File: config.mk
export PLATFORM = sky130hd
export DESIGN_NAME = hamming_tx_sequencer
export DESIGN_NICKNAME = d
export VERILOG_FILES = /design/src/rtl/hamming_tx_sequencer.sv
export SDC_FILE = /design/constraint.sdc
export NUM_CORES = 1
export LEC_CHECK = 0
export ABC_AREA = 1
export CAP_MARGIN = 25
export CORE_ASPECT_RATIO = 1.25
export CORE_UTILIZATION = 43
export DETAILED_ROUTE_END_ITERATION = 8
export PLACE_DENSITY = 0.72
export SLEW_MARGIN = 20
export SYNTH_ARGS = -nofsm -noshare
export SYNTH_HDL_FRONTEND = slang
export SYNTH_SLANG_ARGS = --single-unit
File: constraint.sdc
create_clock -name clk -period 2.1 [get_ports clk]
set_clock_uncertainty 0.15 [all_clocks]
set_input_delay 0.315 -clock clk [delete_from_list [all_inputs] [get_ports clk]]
set_output_delay 0.315 -clock clk [all_outputs]
set_load 0.005 [all_outputs]
File: src/rtl/hamming_tx_sequencer.sv
// Byte-stream front end for the Hamming(7,4) encoder: splits each accepted byte
// into two nibbles (low first) and emits one codeword per nibble, framed into blocks.

module hamming_encode (
    input  logic [3:0] data_i,
    output logic [6:0] data_o
);
    // Codeword bit k holds Hamming position k+1: parity at positions 1,2,4, data at 3,5,6,7.
    assign data_o[0] = data_i[0] ^ data_i[1] ^ data_i[3];
    assign data_o[1] = data_i[0] ^ data_i[2] ^ data_i[3];
    assign data_o[2] = data_i[0];
    assign data_o[3] = data_i[1] ^ data_i[2] ^ data_i[3];
    assign data_o[4] = data_i[1];
    assign data_o[5] = data_i[2];
    assign data_o[6] = data_i[3];
endmodule

module hamming_tx_sequencer #(
    parameter int BLOCK_BYTES = 16,
    parameter int CNT_W       = $clog2(BLOCK_BYTES) + 1
) (
    input  logic             clk,
    input  logic             rst,
    input  logic [7:0]       s_data,
    input  logic             s_valid,
    output logic             s_ready,
    output logic [6:0]       m_data,
    output logic             m_valid,
    input  logic             m_ready,
    output logic             m_last,
    output logic [CNT_W-1:0] byte_cnt,
    output logic             busy
);
    // Handshake: a transfer occurs on a rising clk edge where valid and ready are both high.
    typedef enum logic [1:0] {
        IDLE    = 2'd0,
        SEND_LO = 2'd1,
        SEND_HI = 2'd2
    } state_t;

    state_t           r_state;
    logic [7:0]       r_byte;
    logic [CNT_W-1:0] r_byte_cnt;
    logic             r_rst_done;

    logic             w_is_lo;
    logic             w_is_hi;
    logic             w_block_end;
    logic [3:0]       w_nibble;
    logic [6:0]       w_code;

    assign w_is_lo     = (r_state == SEND_LO);
    assign w_is_hi     = (r_state == SEND_HI);
    assign w_block_end = (r_byte_cnt == CNT_W'(BLOCK_BYTES - 1));
    assign w_nibble    = w_is_hi ? r_byte[7:4] : r_byte[3:0];

    hamming_encode u_enc (
        .data_i (w_nibble),
        .data_o (w_code)
    );

    assign m_valid  = w_is_lo | w_is_hi;
    assign m_data   = m_valid ? w_code : 7'd0;
    assign m_last   = w_is_hi & w_block_end;
    assign byte_cnt = r_byte_cnt;
    assign busy     = (r_state != IDLE);

    // In SEND_HI the next byte may enter in the same cycle the high codeword leaves,
    // which keeps the stream bubble-free while never dropping a byte during a stall.
    always_comb begin
        s_ready = 1'b0;
        case (r_state)
            IDLE:    s_ready = r_rst_done;
            SEND_HI: s_ready = m_ready;
            default: s_ready = 1'b0;
        endcase
    end

    always_ff @(posedge clk or posedge rst) begin
        if (rst) begin
            r_state    <= IDLE;
            r_byte     <= 8'd0;
            r_byte_cnt <= '0;
            r_rst_done <= 1'b0;
        end else begin
            r_rst_done <= 1'b1;
            case (r_state)
                IDLE: begin
                    if (s_valid && r_rst_done) begin
                        r_byte  <= s_data;
                        r_state <= SEND_LO;
                    end
                end
                SEND_LO: begin
                    if (m_ready) begin
                        r_state <= SEND_HI;
                    end
                end
                SEND_HI: begin
                    if (m_ready) begin
                        r_byte_cnt <= w_block_end ? '0 : r_byte_cnt + CNT_W'(1);
                        if (s_valid) begin
                            r_byte  <= s_data;
                            r_state <= SEND_LO;
                        end else begin
                            r_state <= IDLE;
                        end
                    end
                end
                default: r_state <= IDLE;
            endcase
        end
    end
endmodule

==> out/qor.txt, run 1 <==
outcome - finished, violations left
failing checks - negative setup slack
number of flops mapped to enable cells by yosys - 0
most frequent cells in the layout - 26 x nand2_1, 16 x dfrtp_1, 16 x clkdlybuf4s50_1, 16 x buf_4, 15 x nand2_2
PwrDens - 1930 nW/um^2
crit start category - flip-flop
Inserted Clock Buffers - 3
Die Area - 2720 sq um
Mapped Nets - 158
vias per cell - 4.89
ys flop type - dfrtp_1
slowest CP cell - dfrtp_1
FF-to-FF Start - r_state[0]
vias in the first global route - 1096
DRC viols - 0
Max-cap violations - 0
gpl congestion - 0.777
post-placement cell count - 208
CP required - 1.63 ns
ys async rst share - 100%
synthesized instance count - 139
layout cells sized above 1 - 45.1%
final slew viol count - 0
r2r setup slk - 0.32 ns
crit path kind - reg -> out
commonest non-fill, non-tap cell in the layout - nand2_1
Max Buffers Root-to-Sink - 2
Final Total Pwr - 3.41 mW
Mapped Area - 1080 sq um
final setup fails - 4
first-pass GRT wire length - 4.80 mm
VDD IR max - 1.04 mV
Final Hold Vio Count - 0
Slew @ Worst Pin - 0.625 ns
syn_area_per_cell - 7.78 sq um
slowest cell delay on critical path - 0.40 ns
FF-to-FF End - r_byte[1]
crit-path cells - inv_2 > ha_4 > buf_6 > buf_6 > nand2_4 > nand2_4 > nand2_4 > a21oi_2 > nor2_1 > buf_2
yosys warns - 0
Vert. Die Dim - 58.1 microns
ANT nets after route - 0
clock sink count - 16
CP Max Fanout - 4
WP data arrival - 1.75 ns
largest net degree at the start of global routing - 17
final WL - 3.24 mm
worst setup margin - -0.111 ns
starting density of the core - 47.4%
Clock Latency Late Sink - 0.29 ns
Leak - 0.902 nW
Slew HR - 58.3%
most used cell, CP - nand2_4
hpwl dp - 1.77 mm
Post-Place Cell Area - 1460 sq um
Yosys cell types - 23
#FFs+latches synth - 16
post-route cell area - 1760 sq um
Diodes inserted - 0
Final Net Count - 213
CTS tree - done
PortBufs - 27
Vias - 1095
drt first pass iters - 4
Iter 0 DRT Violations - 12
# fillers - 171
CTS H-tree lvls - 1
num ports - 28
register area share after synthesis - 37.0%
CP Capture Type - output pin
crit share post-route - 105%
row cnt - 19
area delta synth->final - 63.0%
total grt overflow - 0
hold buffers post-CTS - 0
fmax - 452 MHz
RSZ-0062 raised after global routing - yes
core area - 2280 sq um
worst hold path type - in -> async
Worst-path clk slew - 0.10 ns
family with the most delay on the worst path - buffers and inverters
cells on worst reg2reg path - 10
CP bufs+invs - 4
Clock Tree Root - clkbuf_4
antenna violations before repair - 0
Die X-Extent - 46.8 microns
DR WL/cell - 14.5 microns
All-Layer GR Usage - 25.0%
fin crit period - 2.21 ns
final std cells w/o fill - 224
-- report_power, final --
group | total, mW | leakage, nW | switching [mW] | internal [mW]
clock | 0.211 | 0.0210 | 0.105 | 0.106
combinational | 2.65 | 0.684 | 1.40 | 1.25
sequential | 0.549 | 0.197 | 0.102 | 0.447
total | 3.41 | 0.902 | 1.60 | 1.80
-- per-layer routing --
metal	vias up	wire length, microns	track usage, %
met5	-	0	0
met4	0	82	11.0
met3	11	132	4.05
met2	40	1800	45.4
met1	509	1220	27.1
li1	535	-	-
-- Yosys cell counts, types with 2 or more instances --
cell / count / share of area (%)
nand3_1: 6 / 2.8
a21oi_1: 5 / 2.3
nand2_2: 4 / 2.3
nand2_1: 46 / 16
nor2_1: 13 / 4.5
xnor2_1: 2 / 1.6
inv_1: 18 / 6.2
o21ai_1: 2 / 0.93
ha_1: 7 / 8.1
nand2_4: 2 / 2.1
dfrtp_1: 16 / 37
o21ai_2: 7 / 5.7
-- sequential cells by signal, summed over array words and instances, names as in the netlist --
register	count
r_byte	8
byte_cnt	5
r_state	2
r_rst_done	1
-- worst max-delay path by stage --
stage	startpoint	endpoint	slack [ns]	depth (start not counted)
floorplan	r_state[0]	m_data[0]	0.32	10
global placement	r_state[0]	m_data[3]	-0.16	9
detailed placement	r_state[0]	m_data[3]	-0.26	9
CTS	r_state[1]	m_data[3]	-0.06	9
global route	r_state[0]	m_data[1]	-0.15	11
finish	r_state[0]	m_data[0]	-0.11	10
-- final cells by class --
class / instances / area [sq um] / area share (%)
Sequential cell: 16 / 400 / 22.7
Clock buffer: 4 / 36.3 / 2.06
Tap cell: 31 / 38.8 / 2.20
Timing Repair Buffer: 52 / 465 / 26.4
Multi-Input combinational cell: 102 / 747 / 42.4
Inverter: 19 / 73.8 / 4.19
-- through the flow --
stage | util, % | hold WS (ns) | TNS (ns) | setup WS, ns
final | 77.2 | 0.240 | -0.232 | -0.111
after global routing | 77.2 | 0.322 | -0.473 | -0.145
after CTS | 73.1 | 0.272 | -0.0731 | -0.0619
after detailed placement | 63.8 | 0.361 | -1.25 | -0.256
after global placement | 63.8 | 0.359 | -0.773 | -0.164
after floorplan | - | 0.0787 | 0 | 0.317
-- cell families (layout without fill, tap and decap cells) --
| kind of cell | after synthesis | count (layout) | synth area share (%) |
|---|---|---|---|
| buf+inv | 21 | 75 | 9.72 |
| simple gates | 73 | 73 | 30.1 |
| compound gates | 19 | 19 | 13.1 |
| other cells | 1 | 1 | 0.347 |
| flops | 16 | 16 | 37.0 |
| xor+xnor | 2 | 2 | 1.62 |
| fa+ha+maj | 7 | 7 | 8.10 |
-- what timing repair did --
| item | CTS | global route |
|---|---|---|
| buffers inserted | 8 | 4 |
| pin swaps | 14 | 9 |
| endpoints found under the setup margin | 11 | 10 |
| gates resized for setup | 55 | 31 |
Power figures use the tool's default switching activity.
==> inputs of run 2 (changes only) <==
- CORE_MARGIN: default -> 10
- SKIP_CTS_REPAIR_TIMING: default -> 1
==> run 2 against run 1 <==
Against the previous run:
- the flow still finishes with violations (negative setup slack)
- sequential power about the same
- register-to-register slack improved by 0.02 ns
- largest cell class unchanged
- critical endpoint is now m_data[3]
- combinational power decreased by 13%
==> out/qor.txt, run 2 (synthesized netlist as in run 1, its figures left out) <==
All-Layer GR Usage - 10.8%
Final Hold Vio Count - 0
Comb pwr share - 75.5%
setup tns final - -0.0855 ns
WP data arrival - 1.67 ns
drt first pass iters - 4
core area - 2430 sq um
part of the power in registers - 18.0%
Leak - 0.862 nW
Sw Share - 45.0%
# fillers - 221
starting density of the core - 44.5%
Core Util, Final - 67.6%
Slew HR - 58.2%
Most flops, register - r_byte
Die Area - 4930 sq um
Int Pwr - 1.67 mW
worst hold path type - in -> async
Iter 0 DRT Violations - 22
final slew viol count - 0
worst setup margin - -0.0384 ns
outcome - finished, violations left
Vert. Die Dim - 76.1 microns
Clock Tree Root - clkbuf_4
most frequent cells in the layout - 41 x nand2_1, 16 x dfrtp_1, 16 x clkdlybuf4s50_1, 16 x buf_4, 14 x inv_1
CP required - 1.63 ns
Inserted Clock Buffers - 3
DR WL met3 - 172 microns
CTS tree - done
crit start category - flip-flop
Post-Place Cell Area - 1470 sq um
post-placement cell count - 211
Final Net Count - 209
largest net degree at the start of global routing - 17
row cnt - 20
uppermost layer routed - met4
ANT nets after route - 0
area delta synth->final - 51.9%
crit share post-route - 102%
CP Capture Type - output pin
Clock Latency Late Sink - 0.28 ns
gpl congestion - 0.823
layout cells sized above 1 - 34.9%
Die X-Extent - 64.8 microns
VDD IR max - 1.00 mV
crit path kind - reg -> out
Vias - 1032
Max-cap violations - 0
clock share of power - 6.5%
Diodes inserted - 0
PwrDens - 1850 nW/um^2
RSZ-0062 raised after global routing - yes
max reg flops - 8
PortBufs - 27
clock sink count - 16
fmax - 468 MHz
DR WL/cell - 12.5 microns
WL met1 - 1.10 mm
final WL - 2.78 mm
met2 routed WL - 1.49 mm
final setup fails - 3
final std cells w/o fill - 222
total grt overflow - 0
vias in the first global route - 1066
Slew @ Worst Pin - 0.626 ns
CP Max Fanout - 6
Max Buffers Root-to-Sink - 2
CTS H-tree lvls - 1
fin crit period - 2.14 ns
DRC viols - 0
first-pass GRT wire length - 4.47 mm
vias per cell - 4.65
post-route cell area - 1640 sq um
commonest non-fill, non-tap cell in the layout - nand2_1
hpwl dp - 2.09 mm
failing checks - negative setup slack
Worst-path clk slew - 0.09 ns
num ports - 28
switching power total - 1.37 mW
antenna violations before repair - 0
run 2: worst max-delay path, cell delays in order, from the launching register on:
cell and delay, ns:
dfrtp_1 0.43, ha_4 0.21, buf_6 0.13, buf_6 0.11, o21ai_4 0.17, nand2_1 0.07, nand3_1 0.07, nand2_1 0.05
inv_1 0.04, dlymetal6s2s_1 0.12
run 2: worst paths after layout:
kind	cells after the start	start	endpoint	slack, ns
max in group asynchronous	2	rst	r_byte[0]	1.14
hold / removal	2	rst	r_byte[3]	0.26
setup reg to reg	10	r_state[0]	r_byte[4]	0.34
hold reg to reg	1	byte_cnt[4]	byte_cnt[4]	0.38
min in group clk	1	byte_cnt[4]	byte_cnt[4]	0.38
setup / recovery	9	r_state[1]	m_data[3]	-0.04
run 2: routing by layer:
metal | up-vias | GRT usage, %
met5 | - | 0
met4 | 0 | 4.08
met3 | 2 | 3.82
met2 | 27 | 18.6
met1 | 474 | 11.5
li1 | 529 | -
run 2: through the flow:
step	worst slack, ns	hold WS, ns	power, mW
after floorplan	0.317	0.0787	1.70
after global placement	-0.173	0.353	2.47
after detailed placement	-0.244	0.358	2.54
after CTS	-0.567	0.280	2.75
after global routing	-0.205	0.294	3.35
final	-0.0384	0.257	3.04
run 2: cell type report:
class / instances / area [sq um] / share of cell area, %
tap: 33 / 41.3 / 2.52
timing repair buffer: 48 / 422 / 25.7
inverter: 19 / 81.3 / 4.95
clock buffer: 4 / 36.3 / 2.21
multi-input combinational: 102 / 661 / 40.2
sequential: 16 / 400 / 24.4
run 2: power groups by stage:
| stage | sequential [mW] | clock [mW] | combinational, mW |
|---|---|---|---|
| floorplan | 0.540 | 0 | 1.16 |
| global placement | 0.539 | 0 | 1.93 |
| detailed placement | 0.544 | 0 | 2.00 |
| CTS | 0.539 | 0.204 | 2.01 |
| global route | 0.558 | 0.222 | 2.57 |
| finish | 0.547 | 0.198 | 2.30 |
==> patch 1, RTL diff (settings of run 2) <==
Re-encode `state_t` (3 states) as one-hot, 3 bits wide.
--- a/src/rtl/hamming_tx_sequencer.sv
+++ b/src/rtl/hamming_tx_sequencer.sv
@@ -32,10 +32,10 @@
     output logic             busy
 );
     // Handshake: a transfer occurs on a rising clk edge where valid and ready are both high.
-    typedef enum logic [1:0] {
-        IDLE    = 2'd0,
-        SEND_LO = 2'd1,
-        SEND_HI = 2'd2
+    typedef enum logic [2:0] {
+        IDLE    = 3'b001,
+        SEND_LO = 3'b010,
+        SEND_HI = 3'b100
     } state_t;
 
     state_t           r_state;
Behaviour: same outputs for any inputs over 10 cycles, from zero or initial values and one cycle with rst high; not proved beyond that.
==> patch 1 against run 2 <==
  * The run still ends with setup timing left
  * Combinational power down 32%
  * Cell area shrank 1.6%
  * Count of clock-buffer cells in the layout shrank 1
  * Area after synthesis is 2.3% higher
  * Fmax barely moved
  * Register-to-register slack got worse by 0.06 ns
  * Wire length is 5.2% higher
  * Setup slack worse by 0.0014 ns
  * Sequential power up 15%
  * Total power fell by 22%
  * Sequential cell count increased by 1
==> patch 1: results (changes against run 2) <==
pwr:
  intPower_uw: 1290  # -23%
  p_leak_uw: 0.000900  # +4.3%
  ir_drop_mv: 0.779  # -22%
setup_path:
  reg2reg_slack_ns: 0.28  # -0.06 ns
  r2r_start: "r_state[1]$_DFFE_PP0P_"
  slowest_stage: "dfrtp_1"
  slowest_delay_ns: 0.43  # about the same
  crit_arrival_ns: 1.67  # about the same
  rr_worst_depth: 8  # -2
  cp_max_fo: 6  # unchanged
  timing.rr.end: "r_byte[3]$_DFFE_PP0P_"
clock_tree:
  cts_buffers: 3  # unchanged
  clk_latency_ns: 0.29
  cts-root-buf: "clkbuf_4"
  htree_levels: 1  # unchanged
  clk_pin_slew_ns: 0.11  # +0.02 ns
  clockBufferDepth: 2  # unchanged
min_path:
  min_path_type: "in2async"
logic_synthesis:
  synth_area_leaders: "dfrtp_1, nand2_1, inv_1, o21ai_2, nand3_1"
  ys_warn_count: 0  # unchanged
  synthesis.instances: 145  # +4.3%
  syn_nets: 158  # unchanged
  synthDistinctLibCells: 29  # +26%
  async_flop_share_pct: 100  # unchanged
  yosysSeqAreaShare_pct: 38.6  # +1.5 points
  synthTopCellsByCount: "nand2_1, inv_1, dfrtp_1, nand3_1, o21ai_2"
  synth_flop_cell: "dfrtp_1"
status:
  violations: "setup timing"
  status: "complete, but fails checks"
route:
  initialDrtViolationCount: 46  # +110%
  wl_per_cell_microns: 13.0  # +3.8%
  dr.pass1.iters: 4  # unchanged
  viasPerCell: 4.92  # +5.8%
final_layout:
  n_antenna_cell: 0  # unchanged
  num-nets-final: 206  # -1.4%
  layout.cells.non_filler: 225  # +1.4%
  drive_above_1_share_pct: 31.8  # -3.1 points
  nFillCells: 227  # +2.7%
  largest_reg_flops: 8  # unchanged
  largest_register: "r_byte"
placement:
  dp_hpwl_microns: 2210  # +5.7%
  gp_congestion: 0.929  # +13%
  dpl_cell_area_sq_um: 1510  # +2.7%
  dp_cells: 215  # +1.9%
  io_buffers: 27  # unchanged
global_route:
  grt_max_degree: 18  # +1
  grt_pass1_wl_microns: 4610  # +3.1%
  grt.total_usage_pct: 11.0  # +0.27 points
  antenna_found_initial: 0  # unchanged
sta:
  worst_slack_ns: -0.0398  # -0.00136 ns
  setup_viol: 3  # unchanged
  setup_tns_ns: -0.0894  # -0.00389 ns
  worst_slew_pin_slew_ns: 0.657  # +0.0305 ns
==> patch 1: stage by stage <==
| stage | util (%) | setup WS [ns] | power (uW) | hold slack [ns] |
|---|---|---|---|---|
| floorplan | - | 0.389 | 1470 | 0.0903 |
| global placement | 61.4 | -0.0163 | 2000 | 0.335 |
| detailed placement | 61.4 | -0.0943 | 2070 | 0.349 |
| CTS | 62.6 | -0.429 | 2250 | 0.271 |
| global route | 65.9 | -0.170 | 2580 | 0.319 |
| finish | 65.9 | -0.0398 | 2380 | 0.251 |
==> patch 1: kinds of logic after synthesis <==
| kind of cell | after synthesis | share of synthesized area [%] |
|---|---|---|
| other | 1 | 0.339 |
| buffers and inverters | 29 | 11.9 |
| AO/OA/AOI/OAI | 19 | 13.2 |
| XOR/XNOR | 2 | 1.58 |
| flip-flops | 17 | 38.6 |
| AND/OR/NAND/NOR | 76 | 33.3 |
| adder cells (fa/ha/maj) | 1 | 1.13 |
==> patch 1: layout make-up <==
type / instances / area, sq um / share of cell area, %
timing repair buffer: 45 / 408 / 25.3
multi-input combinational: 100 / 613 / 38.0
clock inverter: 1 / 5.00 / 0.310
inverter: 26 / 97.6 / 6.04
clock buffer: 3 / 22.5 / 1.39
tap: 33 / 41.3 / 2.56
sequential: 17 / 428 / 26.5
==> patch 1: worst max path at each step <==
stage / startpoint / end / slack [ns]
2_1_floorplan: r_state[0]$_DFFE_PP1P_ / m_data[1] / 0.39
4_1_cts: r_state[1]$_DFFE_PP0P_ / m_data[3] / -0.43
5_1_grt: r_state[1]$_DFFE_PP0P_ / m_data[3] / -0.17
3_3_place_gp: r_state[1]$_DFFE_PP0P_ / m_data[3] / -0.02
3_5_place_dp: r_state[1]$_DFFE_PP0P_ / m_data[3] / -0.09
6_report: r_state[1]$_DFFE_PP0P_ / m_data[0] / -0.04
==> patch 1: power by group through the flow <==
stage | combinational [uW] | clock, uW | sequential [uW]
5_1_grt | 1740 | 192 | 649
2_1_floorplan | 885 | 0 | 588
3_3_place_gp | 1370 | 0 | 623
3_5_place_dp | 1440 | 0 | 630
4_1_cts | 1440 | 180 | 625
6_report | 1570 | 179 | 628
==> patch 1: routing by layer <==
layer  wire, microns  share of wire [%]  global-route usage [%]  vias up
met5               0                  0                       0        -
met4              67                2.3                    4.51        0
met3             212                7.2                    4.36        6
met2            1570                 53                    19.5       29
met1            1080                 37                    11.0      527
li1                -                  -                       -      545
==> patch 1: worst max-delay path: cells and delay by family (launching register included) <==
family | cells | cell delay (ns)
buffers and inverters | 2 | 0.28
AND/OR/NAND/NOR | 7 | 0.69
flip-flops | 1 | 0.43
==> patch 2, RTL diff (config.mk and constraints of run 2) <==
Made on the original files. Set the parameter `BLOCK_BYTES` to 64 (it was 16).
--- a/src/rtl/hamming_tx_sequencer.sv
+++ b/src/rtl/hamming_tx_sequencer.sv
@@ -16,7 +16,7 @@
 endmodule
 
 module hamming_tx_sequencer #(
-    parameter int BLOCK_BYTES = 16,
+    parameter int BLOCK_BYTES = 64,
     parameter int CNT_W       = $clog2(BLOCK_BYTES) + 1
 ) (
     input  logic             clk,
Interface: changed (resized byte_cnt); port bits go from 28 to 30. No check against the original RTL was run, so the function may have changed too.
==> patch 2 against run 2 <==
  * The run still ends with setup timing left
  * Wire length grew 9.0%
  * Final cell count grew 11%
  * Hold slack gained 0.0014 ns
  * Cell area grew 8.5%
  * Synthesized cell count grew 17%
  * Sequential power grew 17%
  * Setup slack lost 0.024 ns
  * Total power grew 1.6%
  * Sequential cell count grew 2
  * Area after synthesis grew 10%
  * Critical path type unchanged
  * Critical endpoint unchanged
  * Largest cell class unchanged
==> patch 2: results (changes against run 2) <==
logic_synthesis:
  syn_nets: 181  # +15%
  yosysSeqAreaShare_pct: 37.7  # +0.70 points
  synthDistinctLibCells: 21  # -8.7%
status:
  violations: "setup timing"
  status: "complete, but fails checks"
setup_path:
  timing.rr.end: "byte_cnt[5]$_DFFE_PP0P_"
  cp_top_family: "buffers and inverters"
  cp_max_fo: 5  # -1
  slowest_delay_ns: 0.41  # -0.02 ns
final_layout:
  num-nets-final: 232  # +11%
  drive_above_1_share_pct: 33.5  # -1.4 points
global_route:
  grt_pass1_wl_microns: 4530  # +1.2%
  grt_max_degree: 19  # +2
placement:
  io_buffers: 29  # +7.4%
  dp_cells: 235  # +11%
  dpl_cell_area_sq_um: 1590  # +8.7%
pwr:
  switching_share_pct: 44.6  # -0.37 points
  p_leak_uw: 0.00100  # +16%
  seq_power_uw: 639  # +17%
  comb-power_uw: 2240  # -3%
route:
  viasPerCell: 4.70  # +1.2%
sta:
  hold-worst-slack_ns: 0.259  # +0.00142 ns
  worst_slack_ns: -0.0625  # -0.0241 ns
  setup_tns_ns: -0.155  # -0.0692 ns
  setup_viol: 3  # unchanged
-- patch 2: layout make-up --
cell class	count	area [sq um]	share of cell area, %
multi-input cells	110	691	38.8
inverters	32	130	7.31
repair buffers	48	430	24.2
clock buffers	4	36.3	2.04
well taps	34	42.5	2.39
flip-flops and latches	18	450	25.3
-- patch 2: routing by layer --
layer  wire [microns]  GRT usage (%)
met5                0              0
met3              193           4.21
met2             1600           19.0
met4               58           5.76
met1             1180           9.80
-- patch 2: cell families (layout without fill, tap and decap cells) --
kind of cell	Yosys count	in the layout	synth area share, %
AO/OA/AOI/OAI	20	20	12.2
XOR/XNOR	2	2	1.47
flip-flops	18	18	37.7
adder cells (fa/ha/maj)	7	7	7.34
other	1	1	0.314
buffers and inverters	34	84	12.2
AND/OR/NAND/NOR	80	80	28.8
